**config.mk**
```make
export PLATFORM = sky130hd
export DESIGN_NAME = bus_arbiter_6502_flat
export DESIGN_NICKNAME = d
export VERILOG_FILES = /design/src/rtl/bus_arbiter_6502_if.sv /design/src/rtl/bus_arbiter_6502.sv /design/src/flat_wrapper.sv
export SDC_FILE = /design/constraint.sdc
export NUM_CORES = 1
export LEC_CHECK = 0
export ABC_AREA = 1
export CORE_ASPECT_RATIO = 0.6
export CORE_MARGIN = 10
export CORE_UTILIZATION = 41
export DETAILED_ROUTE_END_ITERATION = 7
export GPL_ROUTABILITY_DRIVEN = 0
export HOLD_SLACK_MARGIN = 0.15
export PLACE_DENSITY = 0.95
export SKIP_CTS_REPAIR_TIMING = 1
export SLEW_MARGIN = 10
export SYNTH_ARGS = -nofsm -noshare
export SYNTH_HDL_FRONTEND = slang
export SYNTH_SLANG_ARGS = --single-unit
```
**constraint.sdc**
```tcl
create_clock -name clk -period 4.1 [get_ports clk]
set_clock_uncertainty 0.15 [all_clocks]
set_input_delay 0.41 -clock clk [delete_from_list [all_inputs] [get_ports clk]]
set_output_delay 0.41 -clock clk [all_outputs]
set_load 0.1 [all_outputs]
```
**src/rtl/bus_arbiter_6502_if.sv**
```systemverilog
// Signal bundle between bus_arbiter_6502 and its neighbours (core, DMA engine, RAM).
// slave is the arbiter's view; master is the view of the blocks around it.
interface bus_arbiter_6502_if;
  logic [15:0] cpu_addr;
  logic [7:0]  cpu_dout;
  logic        cpu_we;
  logic        cpu_rd;
  logic        cpu_sync;
  logic        cpu_rdy;
  logic [7:0]  cpu_din;

  logic        dma_req;
  logic        dma_we;
  logic [15:0] dma_addr;
  logic [7:0]  dma_wdata;
  logic        dma_gnt;
  logic [7:0]  dma_rdata;
  logic        dma_rvalid;

  logic [15:0] mem_addr;
  logic [7:0]  mem_wdata;
  logic        mem_we;
  logic        mem_rd;
  logic [7:0]  mem_rdata;

  modport slave (
    input  cpu_addr, cpu_dout, cpu_we, cpu_rd, cpu_sync,
    output cpu_rdy, cpu_din,
    input  dma_req, dma_we, dma_addr, dma_wdata,
    output dma_gnt, dma_rdata, dma_rvalid,
    output mem_addr, mem_wdata, mem_we, mem_rd,
    input  mem_rdata
  );

  modport master (
    output cpu_addr, cpu_dout, cpu_we, cpu_rd, cpu_sync,
    input  cpu_rdy, cpu_din,
    output dma_req, dma_we, dma_addr, dma_wdata,
    input  dma_gnt, dma_rdata, dma_rvalid,
    input  mem_addr, mem_wdata, mem_we, mem_rd,
    output mem_rdata
  );
endinterface

```
**src/rtl/bus_arbiter_6502.sv**
```systemverilog
// Shares the RAM port between the 6502 core and one DMA requester; DMA is granted at opcode fetches.
// Optional starvation guard enabled by defining ARB_STARVE_GUARD_EN.
module bus_arbiter_6502 #(
  parameter int MAX_BURST    = 8,
  parameter int STARVE_LIMIT = 64
) (
  input  logic                 clk,
  input  logic                 reset,
  bus_arbiter_6502_if.slave    io_bus
);

  localparam logic [1:0] ST_CPU     = 2'd0;
  localparam logic [1:0] ST_HANDOFF = 2'd1;
  localparam logic [1:0] ST_DMA     = 2'd2;
  localparam logic [1:0] ST_RETURN  = 2'd3;

  localparam logic [1:0] OWN_NONE = 2'd0;
  localparam logic [1:0] OWN_CPU  = 2'd1;
  localparam logic [1:0] OWN_DMA  = 2'd2;

  if (MAX_BURST < 1 || MAX_BURST > 255 || STARVE_LIMIT < 1) begin : g_param_check
    $error("bus_arbiter_6502: MAX_BURST must be 1..255 and STARVE_LIMIT at least 1");
  end

  logic [1:0]  r_state;
  logic [1:0]  w_state_next;
  logic [7:0]  r_burst_cnt;
  logic [7:0]  w_burst_cnt_next;
  logic [1:0]  r_rd_owner;
  logic [1:0]  w_rd_owner_next;
  logic [7:0]  r_cpu_din;
  logic [7:0]  r_dma_rdata;

  logic        w_cpu_phase;
  logic        w_dma_access;
  logic        w_burst_last;
  logic        w_starved;
  logic        w_grant;
  logic        w_dma_rvalid;

  logic [15:0] w_mem_addr;
  logic [7:0]  w_mem_wdata;
  logic        w_mem_we;
  logic        w_mem_rd;

  assign w_cpu_phase  = (r_state == ST_CPU);
  assign w_dma_access = (r_state == ST_DMA) & io_bus.dma_req;
  assign w_burst_last = (r_burst_cnt == 8'(MAX_BURST - 1));
  assign w_grant      = w_cpu_phase & io_bus.dma_req & io_bus.cpu_rd & (io_bus.cpu_sync | w_starved);

`ifdef ARB_STARVE_GUARD_EN
  localparam int SW = $clog2(STARVE_LIMIT + 1);

  logic [SW-1:0] r_starve_cnt;

  // Once saturated, any CPU read becomes a legal handoff point.
  assign w_starved = (r_starve_cnt == SW'(STARVE_LIMIT));

  always_ff @(posedge clk) begin
    if (reset) begin
      r_starve_cnt <= '0;
    end else if (w_grant) begin
      r_starve_cnt <= '0;
    end else if (w_cpu_phase && io_bus.dma_req && !w_starved) begin
      r_starve_cnt <= r_starve_cnt + SW'(1);
    end
  end
`else
  assign w_starved = 1'b0;
`endif

  always_comb begin
    w_state_next     = r_state;
    w_burst_cnt_next = r_burst_cnt;
    case (r_state)
      ST_CPU: begin
        if (w_grant) begin
          w_state_next = ST_HANDOFF;
        end
      end
      ST_HANDOFF: begin
        w_state_next     = ST_DMA;
        w_burst_cnt_next = '0;
      end
      ST_DMA: begin
        if (!io_bus.dma_req) begin
          w_state_next = ST_RETURN;
        end else begin
          w_burst_cnt_next = r_burst_cnt + 8'd1;
          if (w_burst_last) begin
            w_state_next = ST_RETURN;
          end
        end
      end
      ST_RETURN: begin
        w_state_next     = ST_CPU;
        w_burst_cnt_next = '0;
      end
      default: begin
        w_state_next     = ST_CPU;
        w_burst_cnt_next = '0;
      end
    endcase
  end

  // RAM port mux; a CPU write beats a simultaneous CPU read.
  always_comb begin
    w_mem_addr  = '0;
    w_mem_wdata = '0;
    w_mem_we    = 1'b0;
    w_mem_rd    = 1'b0;
    if (!reset) begin
      if (w_cpu_phase) begin
        w_mem_addr  = io_bus.cpu_addr;
        w_mem_wdata = io_bus.cpu_dout;
        w_mem_we    = io_bus.cpu_we;
        w_mem_rd    = io_bus.cpu_rd & ~io_bus.cpu_we;
      end else if (w_dma_access) begin
        w_mem_addr  = io_bus.dma_addr;
        w_mem_wdata = io_bus.dma_wdata;
        w_mem_we    = io_bus.dma_we;
        w_mem_rd    = ~io_bus.dma_we;
      end
    end
  end

  always_comb begin
    w_rd_owner_next = OWN_NONE;
    if (w_mem_rd) begin
      w_rd_owner_next = w_cpu_phase ? OWN_CPU : OWN_DMA;
    end
  end

  always_ff @(posedge clk) begin
    if (reset) begin
      r_state     <= ST_CPU;
      r_burst_cnt <= '0;
      r_rd_owner  <= OWN_NONE;
      r_cpu_din   <= '0;
      r_dma_rdata <= '0;
    end else begin
      r_state     <= w_state_next;
      r_burst_cnt <= w_burst_cnt_next;
      r_rd_owner  <= w_rd_owner_next;
      if (r_rd_owner == OWN_CPU) begin
        r_cpu_din <= io_bus.mem_rdata;
      end
      if (r_rd_owner == OWN_DMA) begin
        r_dma_rdata <= io_bus.mem_rdata;
      end
    end
  end

  // Read data passes straight through in its delivery cycle, then is held.
  assign w_dma_rvalid      = ~reset & (r_rd_owner == OWN_DMA);
  assign io_bus.cpu_rdy    = reset | w_cpu_phase;
  assign io_bus.cpu_din    = (!reset && r_rd_owner == OWN_CPU) ? io_bus.mem_rdata : r_cpu_din;
  assign io_bus.dma_gnt    = ~reset & w_dma_access;
  assign io_bus.dma_rvalid = w_dma_rvalid;
  assign io_bus.dma_rdata  = w_dma_rvalid ? io_bus.mem_rdata : r_dma_rdata;
  assign io_bus.mem_addr   = w_mem_addr;
  assign io_bus.mem_wdata  = w_mem_wdata;
  assign io_bus.mem_we     = w_mem_we;
  assign io_bus.mem_rd     = w_mem_rd;

endmodule

```
**src/flat_wrapper.sv**
```systemverilog
// flat-port wrapper written by rule: the top's interface ports become plain ports
module bus_arbiter_6502_flat 
#(
  parameter int MAX_BURST    = 8,
  parameter int STARVE_LIMIT = 64
)
  (clk, reset, io_bus_cpu_addr, io_bus_cpu_dout, io_bus_cpu_we, io_bus_cpu_rd, io_bus_cpu_sync, io_bus_cpu_rdy, io_bus_cpu_din, io_bus_dma_req, io_bus_dma_we, io_bus_dma_addr, io_bus_dma_wdata, io_bus_dma_gnt, io_bus_dma_rdata, io_bus_dma_rvalid, io_bus_mem_addr, io_bus_mem_wdata, io_bus_mem_we, io_bus_mem_rd, io_bus_mem_rdata);
  bus_arbiter_6502_if io_bus_i ();
  input  logic clk;
  input  logic reset;
  input wire logic [$bits(io_bus_i.cpu_addr)-1:0] io_bus_cpu_addr;
  input wire logic [$bits(io_bus_i.cpu_dout)-1:0] io_bus_cpu_dout;
  input wire logic [$bits(io_bus_i.cpu_we)-1:0] io_bus_cpu_we;
  input wire logic [$bits(io_bus_i.cpu_rd)-1:0] io_bus_cpu_rd;
  input wire logic [$bits(io_bus_i.cpu_sync)-1:0] io_bus_cpu_sync;
  output wire logic [$bits(io_bus_i.cpu_rdy)-1:0] io_bus_cpu_rdy;
  output wire logic [$bits(io_bus_i.cpu_din)-1:0] io_bus_cpu_din;
  input wire logic [$bits(io_bus_i.dma_req)-1:0] io_bus_dma_req;
  input wire logic [$bits(io_bus_i.dma_we)-1:0] io_bus_dma_we;
  input wire logic [$bits(io_bus_i.dma_addr)-1:0] io_bus_dma_addr;
  input wire logic [$bits(io_bus_i.dma_wdata)-1:0] io_bus_dma_wdata;
  output wire logic [$bits(io_bus_i.dma_gnt)-1:0] io_bus_dma_gnt;
  output wire logic [$bits(io_bus_i.dma_rdata)-1:0] io_bus_dma_rdata;
  output wire logic [$bits(io_bus_i.dma_rvalid)-1:0] io_bus_dma_rvalid;
  output wire logic [$bits(io_bus_i.mem_addr)-1:0] io_bus_mem_addr;
  output wire logic [$bits(io_bus_i.mem_wdata)-1:0] io_bus_mem_wdata;
  output wire logic [$bits(io_bus_i.mem_we)-1:0] io_bus_mem_we;
  output wire logic [$bits(io_bus_i.mem_rd)-1:0] io_bus_mem_rd;
  input wire logic [$bits(io_bus_i.mem_rdata)-1:0] io_bus_mem_rdata;
  assign io_bus_i.cpu_addr = io_bus_cpu_addr;
  assign io_bus_i.cpu_dout = io_bus_cpu_dout;
  assign io_bus_i.cpu_we = io_bus_cpu_we;
  assign io_bus_i.cpu_rd = io_bus_cpu_rd;
  assign io_bus_i.cpu_sync = io_bus_cpu_sync;
  assign io_bus_cpu_rdy = io_bus_i.cpu_rdy;
  assign io_bus_cpu_din = io_bus_i.cpu_din;
  assign io_bus_i.dma_req = io_bus_dma_req;
  assign io_bus_i.dma_we = io_bus_dma_we;
  assign io_bus_i.dma_addr = io_bus_dma_addr;
  assign io_bus_i.dma_wdata = io_bus_dma_wdata;
  assign io_bus_dma_gnt = io_bus_i.dma_gnt;
  assign io_bus_dma_rdata = io_bus_i.dma_rdata;
  assign io_bus_dma_rvalid = io_bus_i.dma_rvalid;
  assign io_bus_mem_addr = io_bus_i.mem_addr;
  assign io_bus_mem_wdata = io_bus_i.mem_wdata;
  assign io_bus_mem_we = io_bus_i.mem_we;
  assign io_bus_mem_rd = io_bus_i.mem_rd;
  assign io_bus_i.mem_rdata = io_bus_mem_rdata;
  bus_arbiter_6502 #(.MAX_BURST(MAX_BURST), .STARVE_LIMIT(STARVE_LIMIT)) u_core (.clk(clk), .reset(reset), .io_bus(io_bus_i));
endmodule
```
==> impl_metrics.toml, run 1 <==
[status]
outcome = "finished, final reports clean"

[synth]
yosysWarnings = 0
syn_area_per_cell_um2 = 6.60
synth_largest_area_cell = "dfxtp_1"
yosysTopAreaCellShare_pct = 31.1
synthesis.nets = 341
synth-seq-cells = 28
synth.top_cells.by_area = "dfxtp_1 (31%), nand3_1 (16%), nand2_1 (13%)"
synthCells = 273
syn_area_mm2 = 0.00180
yosys.cell_types.count = 27
seq_area_frac_synth_pct = 31.1

[finish]
area_growth_syn_to_layout_pct = 56.2
drive_gt1_share_pct = 15.6
diodes = 0
nNetsFinal = 440
layoutNonFillerInstCount = 431
final_cell_mix = "nand2_1 (62), clkdlybuf4s50_1 (62), nand3_1 (57)"
fin_util_pct = 67.6
fill_cells = 343

[global_routing]
grtUsageTotal_pct = 16.7
grt_pass1_wl_um = 10500
gr-total-overflow = 0
grt_pass1_vias = 2034
grt_max_degree = 30
antenna_found_initial = 0

[clock_network]
htree_levels = 1
cts_made_buffers = 3
clkTransAtPathRegs_ps = 100
tritoncts = "built"
clk_latency_ps = 290
cts.sinks = 28
cts_root_buf = "clkbuf_8"
clockBufferDepth = 2

[timing]
min_period_ps = 3100
worstMarginPinSlew_ps = 867
finalCritPeriodShare_pct = 75.6
relSlewSlack_pct = 42.1
hold_viol_final = 0
timing.final.setup_violations = 0
fin_ws_ps = 1000
clock.fmax_mhz = 323
finalMaxSlewViolations = 0
setup_tns_ps = 0
rsz0062_at_grt = "no"

[pwr]
p_comb_share_pct = 71.3
p_per_area_mw_per_mm2 = 680
clkPwrFrac_pct = 11.6
power.internal_uw = 721
p_leak_nw = 1.27
max-vdd-ir-drop_v = 0.000414
power.share.switching_pct = 62.4
pwr-share-seq_pct = 17.1
power_mw = 1.91
p_sw_mw = 1.19

[floorplan]
dieArea_mm2 = 0.00754
coreArea_mm2 = 0.00417
pin_count = 108
initial_utilization_pct = 43.3
rows = 18
die_y_um = 71.4
die_w_um = 106

[place]
pre_cts_ws_ps = 1320
placed_cells = 427
dp_hpwl_um = 5390
io_buffers = 107

[detailed_routing]
ant_nets = 0
routedWlPerCell_um = 15.6
wl_um = 6720
routed_via_density = 5.07
drt_iter0_markers = 144
dr.pass1.iters = 4
drc_errors = 0
vias = 2187

[setup_path]
worst_ep_arrival_time_ps = 2540
worstPathMaxFanout = 29
crit_path_max_incr_delay_ps = 670
crit_slowest_cell = "inv_1"
path_buf_inv = 4
r2r_slack_ps = 1810
cp_top_family = "buffers and inverters"
critPathLaunch = "u_core.r_state[0]$_SDFFE_PP0P_"
cp-endpoint = "io_bus_mem_rd"
rr_endpoint = "u_core.r_rd_owner[1]$_SDFF_PP0_"
path_cells = "inv_1, ha_1, buf_4, inv_1, o211ai_1, nor2_1, buf_4"
critical_path_class = "flip-flop to output port"
r2r_start = "u_core.r_state[0]$_SDFFE_PP0P_"
path_depth = 7
cp.required_ps = 3540
reg2reg_depth = 8
setup.worst_path.start_class = "flip-flop"
cp-end-kind = "output port"

[run]
cap_viol_max_count = 0

[hold_path]
min_from = "u_core.r_cpu_din[0]$_SDFFE_PP0N_"
min_path_type = "flip-flop to flip-flop"
-- state kept, by name (all words and copies together) (netlist names) --
register and flops:
u_core.r_burst_cnt 8, u_core.r_cpu_din 8, u_core.r_dma_rdata 8, u_core.r_rd_owner 2, u_core.r_state 2
-- power groups by stage --
stage,registers (mW),clock network (mW),logic [mW]
final,0.327,0.223,1.36
after global routing,0.331,0.233,1.43
after CTS,0.327,0.223,1.36
after detailed placement,0.334,0,1.36
after global placement,0.332,0,1.35
after floorplan,0.330,0,1.07
-- metrics by stage --
step / cell area [um2] / hold WS (ps)
finish: 2820 / 324
global route: 2820 / 345
CTS: 2820 / 325
detailed placement: 2750 / 308
global placement: 2750 / 303
floorplan: 1800 / 288
-- kinds of logic (layout without fill, tap and decap cells) --
group                      after synthesis  in the layout  synth area share (%)
buffers and inverters                   46            144                  12.4
DFF                                     28             28                  31.1
AOI/OAI and AO/OA                       47             47                  15.9
and+or+nand+nor                        147            147                  37.2
adders and majority gates                5              5                  3.47
-- worst min-delay path: stages (launching register included) --
cell     delay [ps]
dfxtp_1         310
inv_1            50
o31ai_1          70
-- cell type report --
class	count	area [um2]	area share (%)
timing repair buffer	109	973	34.6
multi-input combinational	199	1020	36.2
tap	60	75.1	2.67
clock buffer	3	41.3	1.47
inverter	31	116	4.13
sequential	28	561	19.9
clock inverter	1	30.0	1.07
-- synthesized netlist by cell type --
library cell	n
a21boi_0	1
nand2_4	1
o31ai_1	16
nor3_4	1
buf_4	4
inv_1	29
nand3_1	57
ha_1	5
buf_6	4
nand4_1	1
clkinv_1	1
inv_2	1
o21ai_0	19
nor2_4	2
nor2_2	1
and3_1	1
a21oi_1	8
nor2_1	18
and2_1	1
buf_1	2
nor3_1	2
buf_2	4
clkbuf_1	1
o211ai_1	2
o21ai_2	1
dfxtp_1	28
nand2_1	62
-- per-layer routing --
metal	track usage [%]	wire (um)
met1	19.9	2780
met2	28.0	3330
met3	4.91	432
met4	6.13	178
met5	0	0
-- how the worst min path moves through the flow --
| stage | end | slack (ps) | cells after the start |
|---|---|---|---|
| 2_1_floorplan | u_core.r_burst_cnt[5]$_SDFFE_PP0P_ | 290 | 2 |
| 3_3_place_gp | u_core.r_dma_rdata[7]$_SDFFE_PP0N_ | 300 | 2 |
| 3_5_place_dp | u_core.r_cpu_din[7]$_SDFFE_PP0N_ | 310 | 2 |
| 4_1_cts | u_core.r_cpu_din[0]$_SDFFE_PP0N_ | 320 | 2 |
| 5_1_grt | u_core.r_cpu_din[7]$_SDFFE_PP0N_ | 350 | 2 |
| 6_report | u_core.r_cpu_din[0]$_SDFFE_PP0N_ | 320 | 2 |
Note: power is estimated with default switching activity, not from simulation.
==> inputs of run 2 (changes only) <==
--- a/config.mk
+++ b/config.mk
@@ -8,11 +8,11 @@
 export ABC_AREA = 1
 export CORE_ASPECT_RATIO = 0.6
 export CORE_MARGIN = 10
-export CORE_UTILIZATION = 41
+export CORE_UTILIZATION = 38
 export DETAILED_ROUTE_END_ITERATION = 7
 export GPL_ROUTABILITY_DRIVEN = 0
 export HOLD_SLACK_MARGIN = 0.15
-export PLACE_DENSITY = 0.95
+export PLACE_DENSITY = 0.92
 export SKIP_CTS_REPAIR_TIMING = 1
 export SLEW_MARGIN = 10
 export SYNTH_ARGS = -nofsm -noshare
==> constraint.sdc (replaced) <==
create_clock -name clk -period 3 [get_ports clk]
set_clock_uncertainty 0.15 [all_clocks]
set_input_delay 0.3 -clock clk [delete_from_list [all_inputs] [get_ports clk]]
set_output_delay 0.3 -clock clk [all_outputs]
set_load 0.1 [all_outputs]
==> run 2 against run 1 <==
  * Register-to-register slack worse by 680 ps
  * Clock power is 36% higher
  * Final cell count grew 0.93%
  * Combinational power grew 69%
  * Core utilization increased by 6.3 points
  * Wire length grew 14%
  * Die area rose by 6.0%
  * Critical path depth stayed put
  * Sequential share of layout area down 3.4 points
  * Critical path type unchanged
  * Largest power group unchanged
==> impl_metrics.toml, run 2 (same netlist as run 1, synthesis figures left out) <==
[status]
outcome = "finished, final reports clean"

[floorplan]
initial_utilization_pct = 39.3
rows = 19
pin_count = 108
coreArea_mm2 = 0.00459
die_y_um = 73.4
die_w_um = 109
dieArea_mm2 = 0.00799

[setup_path]
path_buf_inv = 2
worst_ep_arrival_time_ps = 2180
cp.required_ps = 2550
crit_path_max_incr_delay_ps = 480
path_cells = "inv_1, ha_1, nand2_4, nor2_4, nand3_1, nand2_1, buf_12"
crit_slowest_cell = "nor2_4"
setup.worst_path.start_class = "flip-flop"
cp_top_family = "simple AND/OR/NAND/NOR gates"
worstPathMaxFanout = 25
critical_path_class = "flip-flop to output port"
cp-end-kind = "output port"

[finish]
diodes = 0
nNetsFinal = 441
area_growth_syn_to_layout_pct = 88.1
seq_area_um2 = 561
largest_registers = "u_core.r_burst_cnt x8, u_core.r_cpu_din x8, u_core.r_dma_rdata x8"
fill_cells = 298
drive_gt1_share_pct = 15.9
multi_input_area_mm2 = 0.00102
final_area_mm2 = 0.00339
final_cell_mix = "nand2_1 (62), clkdlybuf4s50_1 (62), nand3_1 (57)"

[pwr]
max-vdd-ir-drop_v = 0.000633
p_per_area_mw_per_mm2 = 903
power_mw = 3.06
p_leak_nw = 1.42

[clock_network]
cts.sinks = 28
clkTransAtPathRegs_ps = 100
cts_root_buf = "clkbuf_8"
cts_made_buffers = 3
tritoncts = "built"
clk_latency_ps = 280
htree_levels = 1
clockBufferDepth = 2

[timing]
clock.fmax_mhz = 381
min_period_ps = 2630
relSlewSlack_pct = 55.8
finalCritPeriodShare_pct = 87.6
rsz0062_at_grt = "no"
finalMaxSlewViolations = 0
setup_tns_ps = 0
timing.final.setup_violations = 0
worstMarginPinSlew_ps = 661
hold_viol_final = 0

[place]
io_buffers = 107
dp_hpwl_um = 6180
placed_area_mm2 = 0.00332

[global_routing]
grtUsageTotal_pct = 18.3
grt_pass1_vias = 2230
grt_max_degree = 30
grt_pass1_wl_um = 11800
antenna_found_initial = 0
gr-total-overflow = 0

[detailed_routing]
vias = 2248
routedWlPerCell_um = 17.6
wl_um = 7640
ant_nets = 0
drt_iter0_markers = 128
drc_errors = 0
dr.pass1.iters = 5
routed_via_density = 5.17

[run]
cap_viol_max_count = 0

[hold_path]
min_path_type = "flip-flop to flip-flop"
## run 2: per-stage QoR
stage                     hold WS, ps  utilization (%)  worst slack (ps)  instances
after CTS                         334             73.9               359        435
after detailed placement          306             72.3               379        431
final                             335             73.9               372        435
after floorplan                   276                -              -501        273
after global placement            303             72.3               492        431
after global routing              359             73.9               200        435
## run 2: metal layers
metal | wire (um) | track usage (%) | vias to the layer above
met1 | 2830 | 20.3 | 1049
li1 | - | - | 1109
met2 | 4150 | 33.0 | 80
met4 | 95 | 3.49 | 0
met3 | 566 | 6.55 | 10
met5 | 0 | 0 | -
## run 2: worst register-to-register path, cell delays in order, from the launching register on
cell	delay (ps)
dfxtp_1	400
inv_1	90
ha_1	230
inv_1	380
o211ai_1	180
nor2_1	240
nand2_1	80
inv_1	70
## run 2: cell type report
type	instances	area share, %
repair buffers	110	45.5
multi-input cells	199	30.1
flip-flops and latches	28	16.5
inverters	31	3.43
well taps	63	2.32
clock buffers	3	1.22
clock inverters	1	0.886
## run 2: power by group
group | switching, mW | internal (mW) | leakage, nW
clock network | 0.125 | 0.179 | 0.0357
logic | 1.58 | 0.728 | 1.16
registers | 0.0296 | 0.423 | 0.227
## run 2: path summary, 6_finish.rpt
path | cells past startpoint | slack, ps | end | start
setup / recovery | 7 | 370 | io_bus_mem_addr[2] | u_core.r_state[0]$_SDFFE_PP0P_
hold / removal | 2 | 330 | u_core.r_cpu_din[3]$_SDFFE_PP0N_ | u_core.r_cpu_din[3]$_SDFFE_PP0N_
setup reg to reg | 7 | 1130 | u_core.r_rd_owner[1]$_SDFF_PP0_ | u_core.r_state[0]$_SDFFE_PP0P_
hold reg to reg | 2 | 330 | u_core.r_cpu_din[3]$_SDFFE_PP0N_ | u_core.r_cpu_din[3]$_SDFFE_PP0N_
==> inputs of run 3 (changes only) <==
==> constraint.sdc (replaced) <==
create_clock -name clk -period 2.81 [get_ports clk]
set_clock_uncertainty 0.15 [all_clocks]
set_input_delay 0.281 -clock clk [delete_from_list [all_inputs] [get_ports clk]]
set_output_delay 0.281 -clock clk [all_outputs]
set_load 0.1 [all_outputs]
==> run 3 against run 2 <==
  * Global-route usage up 0.75 points
  * Sequential share of layout area shrank 0.079 points
  * Worst hold slack lost 3.6 ps
  * Register-to-register slack lost 160 ps
  * Wire length increased by 2.2%
  * Critical path depth down 2
  * Total power rose by 4.9%
  * Cell area increased by 0.48%
==> impl_metrics.toml, run 3 (same netlist as run 1, synthesis figures left out) <==
[timing]
worstMarginPinSlew_ps = 607
timing.final.setup_violations = 0
clock.fmax_mhz = 373
finalCritPeriodShare_pct = 95.3
finalMaxSlewViolations = 0
min_period_ps = 2680
relSlewSlack_pct = 59.4
hold_viol_final = 0
rsz0062_at_grt = "no"

[setup_path]
path_buf_inv = 2
path_depth = 5
critical_path_class = "input pin to output port"
crit_path_max_incr_delay_ps = 700
path_cells = "clkdlybuf4s50_1, nor3_4, nand2_1, o21ai_1, buf_12"
reg2reg_depth = 7
worst_ep_arrival_time_ps = 2250
crit_slowest_cell = "clkdlybuf4s50_1"
cp-end-kind = "output port"
worstPathMaxFanout = 16
cp_top_family = "buffers and inverters"
setup.worst_path.start_class = "input pin"
cp.required_ps = 2380

[detailed_routing]
routed_via_density = 5.18
wl_um = 7810
dr.pass1.iters = 4
drc_errors = 0
routedWlPerCell_um = 17.8
ant_nets = 0
vias = 2272
drt_iter0_markers = 179

[clock_network]
clk_latency_ps = 280
cts_root_buf = "clkbuf_8"
tritoncts = "built"
cts_made_buffers = 3
htree_levels = 1
clockBufferDepth = 2
cts.sinks = 28
clkTransAtPathRegs_ps = 90

[pwr]
power.internal_mw = 1.36
p_leak_nw = 1.43
power_mw = 3.21
p_comb_share_pct = 77.1
p_per_area_mw_per_mm2 = 943
clkPwrFrac_pct = 8.0
power.share.switching_pct = 57.7
max-vdd-ir-drop_v = 0.000643
p_sw_mw = 1.85
pwr-share-seq_pct = 14.9

[status]
outcome = "finished, final reports clean"

[place]
dp_hpwl_um = 6210
io_buffers = 107
placed_area_mm2 = 0.00335

[global_routing]
grt_pass1_wl_um = 12200
grt_pass1_vias = 2204
grt_max_degree = 29
antenna_found_initial = 0
gr-total-overflow = 0
grtUsageTotal_pct = 19.0

[finish]
final_cell_mix = "nand2_1 (62), clkdlybuf4s50_1 (62), nand3_1 (57)"
final_area_mm2 = 0.00341
nNetsFinal = 445
area_growth_syn_to_layout_pct = 89.0
diodes = 0
fill_cells = 305
drive_gt1_share_pct = 17.0
largest_registers = "u_core.r_burst_cnt x8, u_core.r_cpu_din x8, u_core.r_dma_rdata x8"
fin_util_pct = 74.3

[floorplan]
pin_count = 108
initial_utilization_pct = 39.3
die_y_um = 73.4
rows = 19
die_w_um = 109
coreArea_mm2 = 0.00459
dieArea_mm2 = 0.00799

[hold_path]
whs_path_depth = 2
min_path_type = "flip-flop to flip-flop"

[run]
cap_viol_max_count = 0
## run 3: changes by cell type in the layout (fill, tap and decap cells not counted), sizes merged
| cell | previous run | this run |
|---|---|---|
| bufinv | 1 | 0 |
| clkbuf | 3 | 4 |
| nor2 | 21 | 22 |
| buf | 48 | 51 |
## run 3: final timing paths
path | to | startpoint | slack [ps]
min | u_core.r_cpu_din[4]$_SDFFE_PP0N_ | u_core.r_cpu_din[4]$_SDFFE_PP0N_ | 330
min reg2reg | u_core.r_cpu_din[4]$_SDFFE_PP0N_ | u_core.r_cpu_din[4]$_SDFFE_PP0N_ | 330
max reg2reg | u_core.r_rd_owner[1]$_SDFF_PP0_ | u_core.r_state[0]$_SDFFE_PP0P_ | 970
max | io_bus_cpu_din[6] | reset | 130
## run 3: power by group through the flow
stage	clock network (mW)	logic, mW	registers (mW)
2_1_floorplan	0	1.57	0.481
3_3_place_gp	0	2.43	0.485
3_5_place_dp	0	2.47	0.488
4_1_cts	0.263	2.48	0.480
5_1_grt	0.270	2.58	0.487
6_report	0.256	2.48	0.480
## run 3: per-layer routing
layer / track usage [%] / wire [um] / vias up
met1: 22.6 / 2930 / 1059
met5: 0 / 0 / -
met2: 33.5 / 4290 / 83
met3: 5.59 / 521 / 7
met4: 3.35 / 70 / 0
li1: - / - / 1123
## run 3: final cells by class
cell class	count	area (um2)	share of cell area, %
Clock buffer	4	55.1	1.62
Inverter	31	116	3.42
Multi-Input combinational cell	200	1030	30.2
Sequential cell	28	561	16.5
Tap cell	63	78.8	2.31
Timing Repair Buffer	113	1570	46.0
## run 3: tightest hold or removal path, cell delays in order (launching register included)
cell     delay [ps]
dfxtp_1         310
inv_1            60
o31ai_1          70
## run 3: per-stage QoR
step | hold slack, ps | setup TNS (ps) | std cells | setup WS, ps
2_1_floorplan | 257 | -5380 | 273 | -672
3_3_place_gp | 303 | 0 | 434 | 318
3_5_place_dp | 308 | 0 | 434 | 211
4_1_cts | 330 | 0 | 438 | 179
5_1_grt | 357 | 0 | 439 | 3.44
6_report | 331 | 0 | 439 | 133
==> RTL change (settings of run 2) <==
The option `ARB_STARVE_GUARD_EN` is turned on by a define.
--- a/src/rtl/bus_arbiter_6502.sv
+++ b/src/rtl/bus_arbiter_6502.sv
@@ -2,2 +2,4 @@
 // Optional starvation guard enabled by defining ARB_STARVE_GUARD_EN.
+`define ARB_STARVE_GUARD_EN
+
 module bus_arbiter_6502 #(
Check against the original RTL: no difference found for any inputs over 10 cycles, from zero or initial values and one cycle with reset high; that may be too few to reach the edited logic, so the function may still have changed.
==> RTL change against run 2 <==
Sequential power is 15% higher. Die area up 11%. Power fell by 2.7%. Highest routed layer unchanged. Wire length up 8.0%. Largest cell class unchanged. Synthesized area rose by 15%. Critical endpoint is now io_bus_mem_addr[13]. Sequential cell count grew 7. Worst hold slack got worse by 0.021 ns. Setup slack got worse by 0.18 ns. Cell area up 9.9%.
==> RTL change: results (changes against run 2) <==
* Critical path's top delay family: buffers and inverters (was simple AND/OR/NAND/NOR gates)
* Most used DFF post-synth: dfxtp_1 (unchanged)
* CTS Buf Count at 5 (was 3)
* H-tree lvl count at 2 (was 1)
* Arr. time, crit path at 2.36 ns (was 2.18 ns)
* Yosys warning count at 0 (unchanged)
* Antenna diodes at 0 (unchanged)
* Area post-placement at 3630 um2 (was 3320 um2)
* Clk_lat worst skew at 0.30 ns (was 0.28 ns)
* Worst Setup EP: io_bus_mem_addr[13] (was io_bus_mem_addr[2])
* Synth cell types at 32 (was 27)
* Leak at 1.47 nW (was 1.42 nW)
* Reg2reg start: u_core.r_state[0] (unchanged)
* R2r setup slk at 0.97 ns (was 1.13 ns)
* R2R depth at 9 (was 7)
* Most frequent cells after synthesis: nand2_1, inv_1, dfxtp_1 (was nand2_1, nand3_1, inv_1)
* Root Driver: clkbuf_8 (unchanged)
* Post-synthesis sequential area ratio at 0.339 (was 0.311)
* Area contributors post-synth: dfxtp_1, a32o_1, nand2_1, inv_1, o31ai_1 (was dfxtp_1, nand3_1, nand2_1, o31ai_1, inv_1)
* Maximum vdd drop at 0.000619 V (was 0.000633 V)
* CP max-delay cell: nor2_4 (unchanged)
* Min-Delay Path Class: reg2reg (unchanged)
* Initial drt markers at 175 (was 128)
* IO Port Bufs at 107 (unchanged)
* Crit Path Max Fanout at 25 (unchanged)
* Syn Nets at 349 (was 341)
* Asr flop ratio synth at 0 (unchanged)
* Worst-margin pin slew at 0.733 ns (was 0.661 ns)
* Vias per Instance at 5.44 (was 5.17)
* Filler cells at 313 (was 298)
* Dpl hpwl at 6500 um (was 6180 um)
* WL final at 8250 um (was 7640 um)
* Status: finished clean (unchanged)
* Fin nets at 455 (was 441)
* Crit path largest cell delay at 0.50 ns (was 0.48 ns)
* Post-route minimum period at 2.81 ns (was 2.63 ns)
* Longest Clk Path Bufs at 2 (unchanged)
* First-pass GRT wire length at 12900 um (was 11800 um)
* Max Cap Viol at 0 (unchanged)
* Largest net degree at the start of global routing at 26 (was 30)
* Tot GR Track Use at 0.181 (was 0.183)
* Capturing point of the worst reg2reg path: u_core.r_state[0] (was u_core.r_rd_owner[1])
* Initial antenna violation count at 0 (unchanged)
* Top Registers: u_core.r_burst_cnt x8, u_core.r_cpu_din x8, u_core.r_dma_rdata x8 (unchanged)
* Setup CP Type: reg2out (unchanged)
* Clock-pin slew on the worst setup and hold paths at 0.08 ns (was 0.10 ns)
* Drt pass-1 iters at 5 (unchanged)
* Pre-CTS setup slack at 0.359 ns (was 0.379 ns)
* Vias in the first global route at 2545 (was 2230)
* Share of post-route cells with drive strength above 1 at 0.184 (was 0.159)
-- RTL change: worst min-delay path by stage --
stage	startpoint	to	slack (ns)	depth (start not counted)
floorplan	io_bus_mem_rdata[0]	u_core.r_dma_rdata[0]	0.28	2
global placement	u_core.r_burst_cnt[4]	u_core.r_burst_cnt[4]	0.30	2
detailed placement	u_core.r_burst_cnt[4]	u_core.r_burst_cnt[4]	0.30	2
CTS	u_core.r_burst_cnt[4]	u_core.r_burst_cnt[4]	0.31	2
global route	u_core.r_dma_rdata[6]	u_core.r_dma_rdata[6]	0.34	2
finish	u_core.r_burst_cnt[4]	u_core.r_burst_cnt[4]	0.31	2
-- RTL change: per-stage QoR --
| step | hold WS, ns | power [mW] | setup TNS (ns) | util | instances |
|---|---|---|---|---|---|
| 2_1_floorplan | 0.276 | 1.84 | -3.06 | - | 279 |
| 3_3_place_gp | 0.299 | 2.56 | 0 | 0.705 | 444 |
| 3_5_place_dp | 0.304 | 2.61 | 0 | 0.705 | 444 |
| 4_1_cts | 0.314 | 2.98 | 0 | 0.723 | 452 |
| 5_1_grt | 0.343 | 3.08 | 0 | 0.723 | 452 |
| 6_report | 0.314 | 2.98 | 0 | 0.723 | 452 |
-- RTL change: power breakdown --
group | switching (mW) | leakage (nW) | internal (mW)
Sequential | 0.0258 | 0.283 | 0.498
Combinational | 1.39 | 1.14 | 0.710
Clock | 0.188 | 0.0408 | 0.166
Total | 1.61 | 1.47 | 1.37
-- RTL change: cell families (layout without fill, tap and decap cells) --
| family | after synthesis | count (layout) | synth area share |
|---|---|---|---|
| compound gates | 79 | 79 | 0.274 |
| xor+xnor | 3 | 3 | 0.0127 |
| fa+ha+maj | 7 | 7 | 0.0423 |
| buf+inv | 61 | 168 | 0.127 |
| flops | 35 | 35 | 0.339 |
| simple gates | 94 | 94 | 0.206 |
-- RTL change: layout make-up --
type,count,area share
clock inverter,3,0.00638
tap,66,0.0222
clock buffer,5,0.0185
multi-input combinational,183,0.299
timing repair buffer,111,0.416
inverter,49,0.0494
sequential,35,0.188
-- RTL change: worst register-to-register path, stage by stage (launching register included) --
cell and delay, ns:
dfxtp_1 0.34, inv_1 0.12, ha_1 0.38, buf_4 0.22, nand2_1 0.09, nor2_1 0.10
nand2_1 0.09, nand2_1 0.12, nand2_1 0.09, a21oi_1 0.23
-- RTL change: layer usage --
| layer | global-route usage | routed length [um] | up-vias | part of all wire |
|---|---|---|---|---|
| li1 | - | - | 1163 | - |
| met1 | 0.180 | 2870 | 1150 | 0.35 |
| met2 | 0.314 | 4280 | 121 | 0.52 |
| met3 | 0.0839 | 801 | 25 | 0.097 |
| met4 | 0.0825 | 303 | 0 | 0.037 |
| met5 | 0 | 0 | - | 0 |
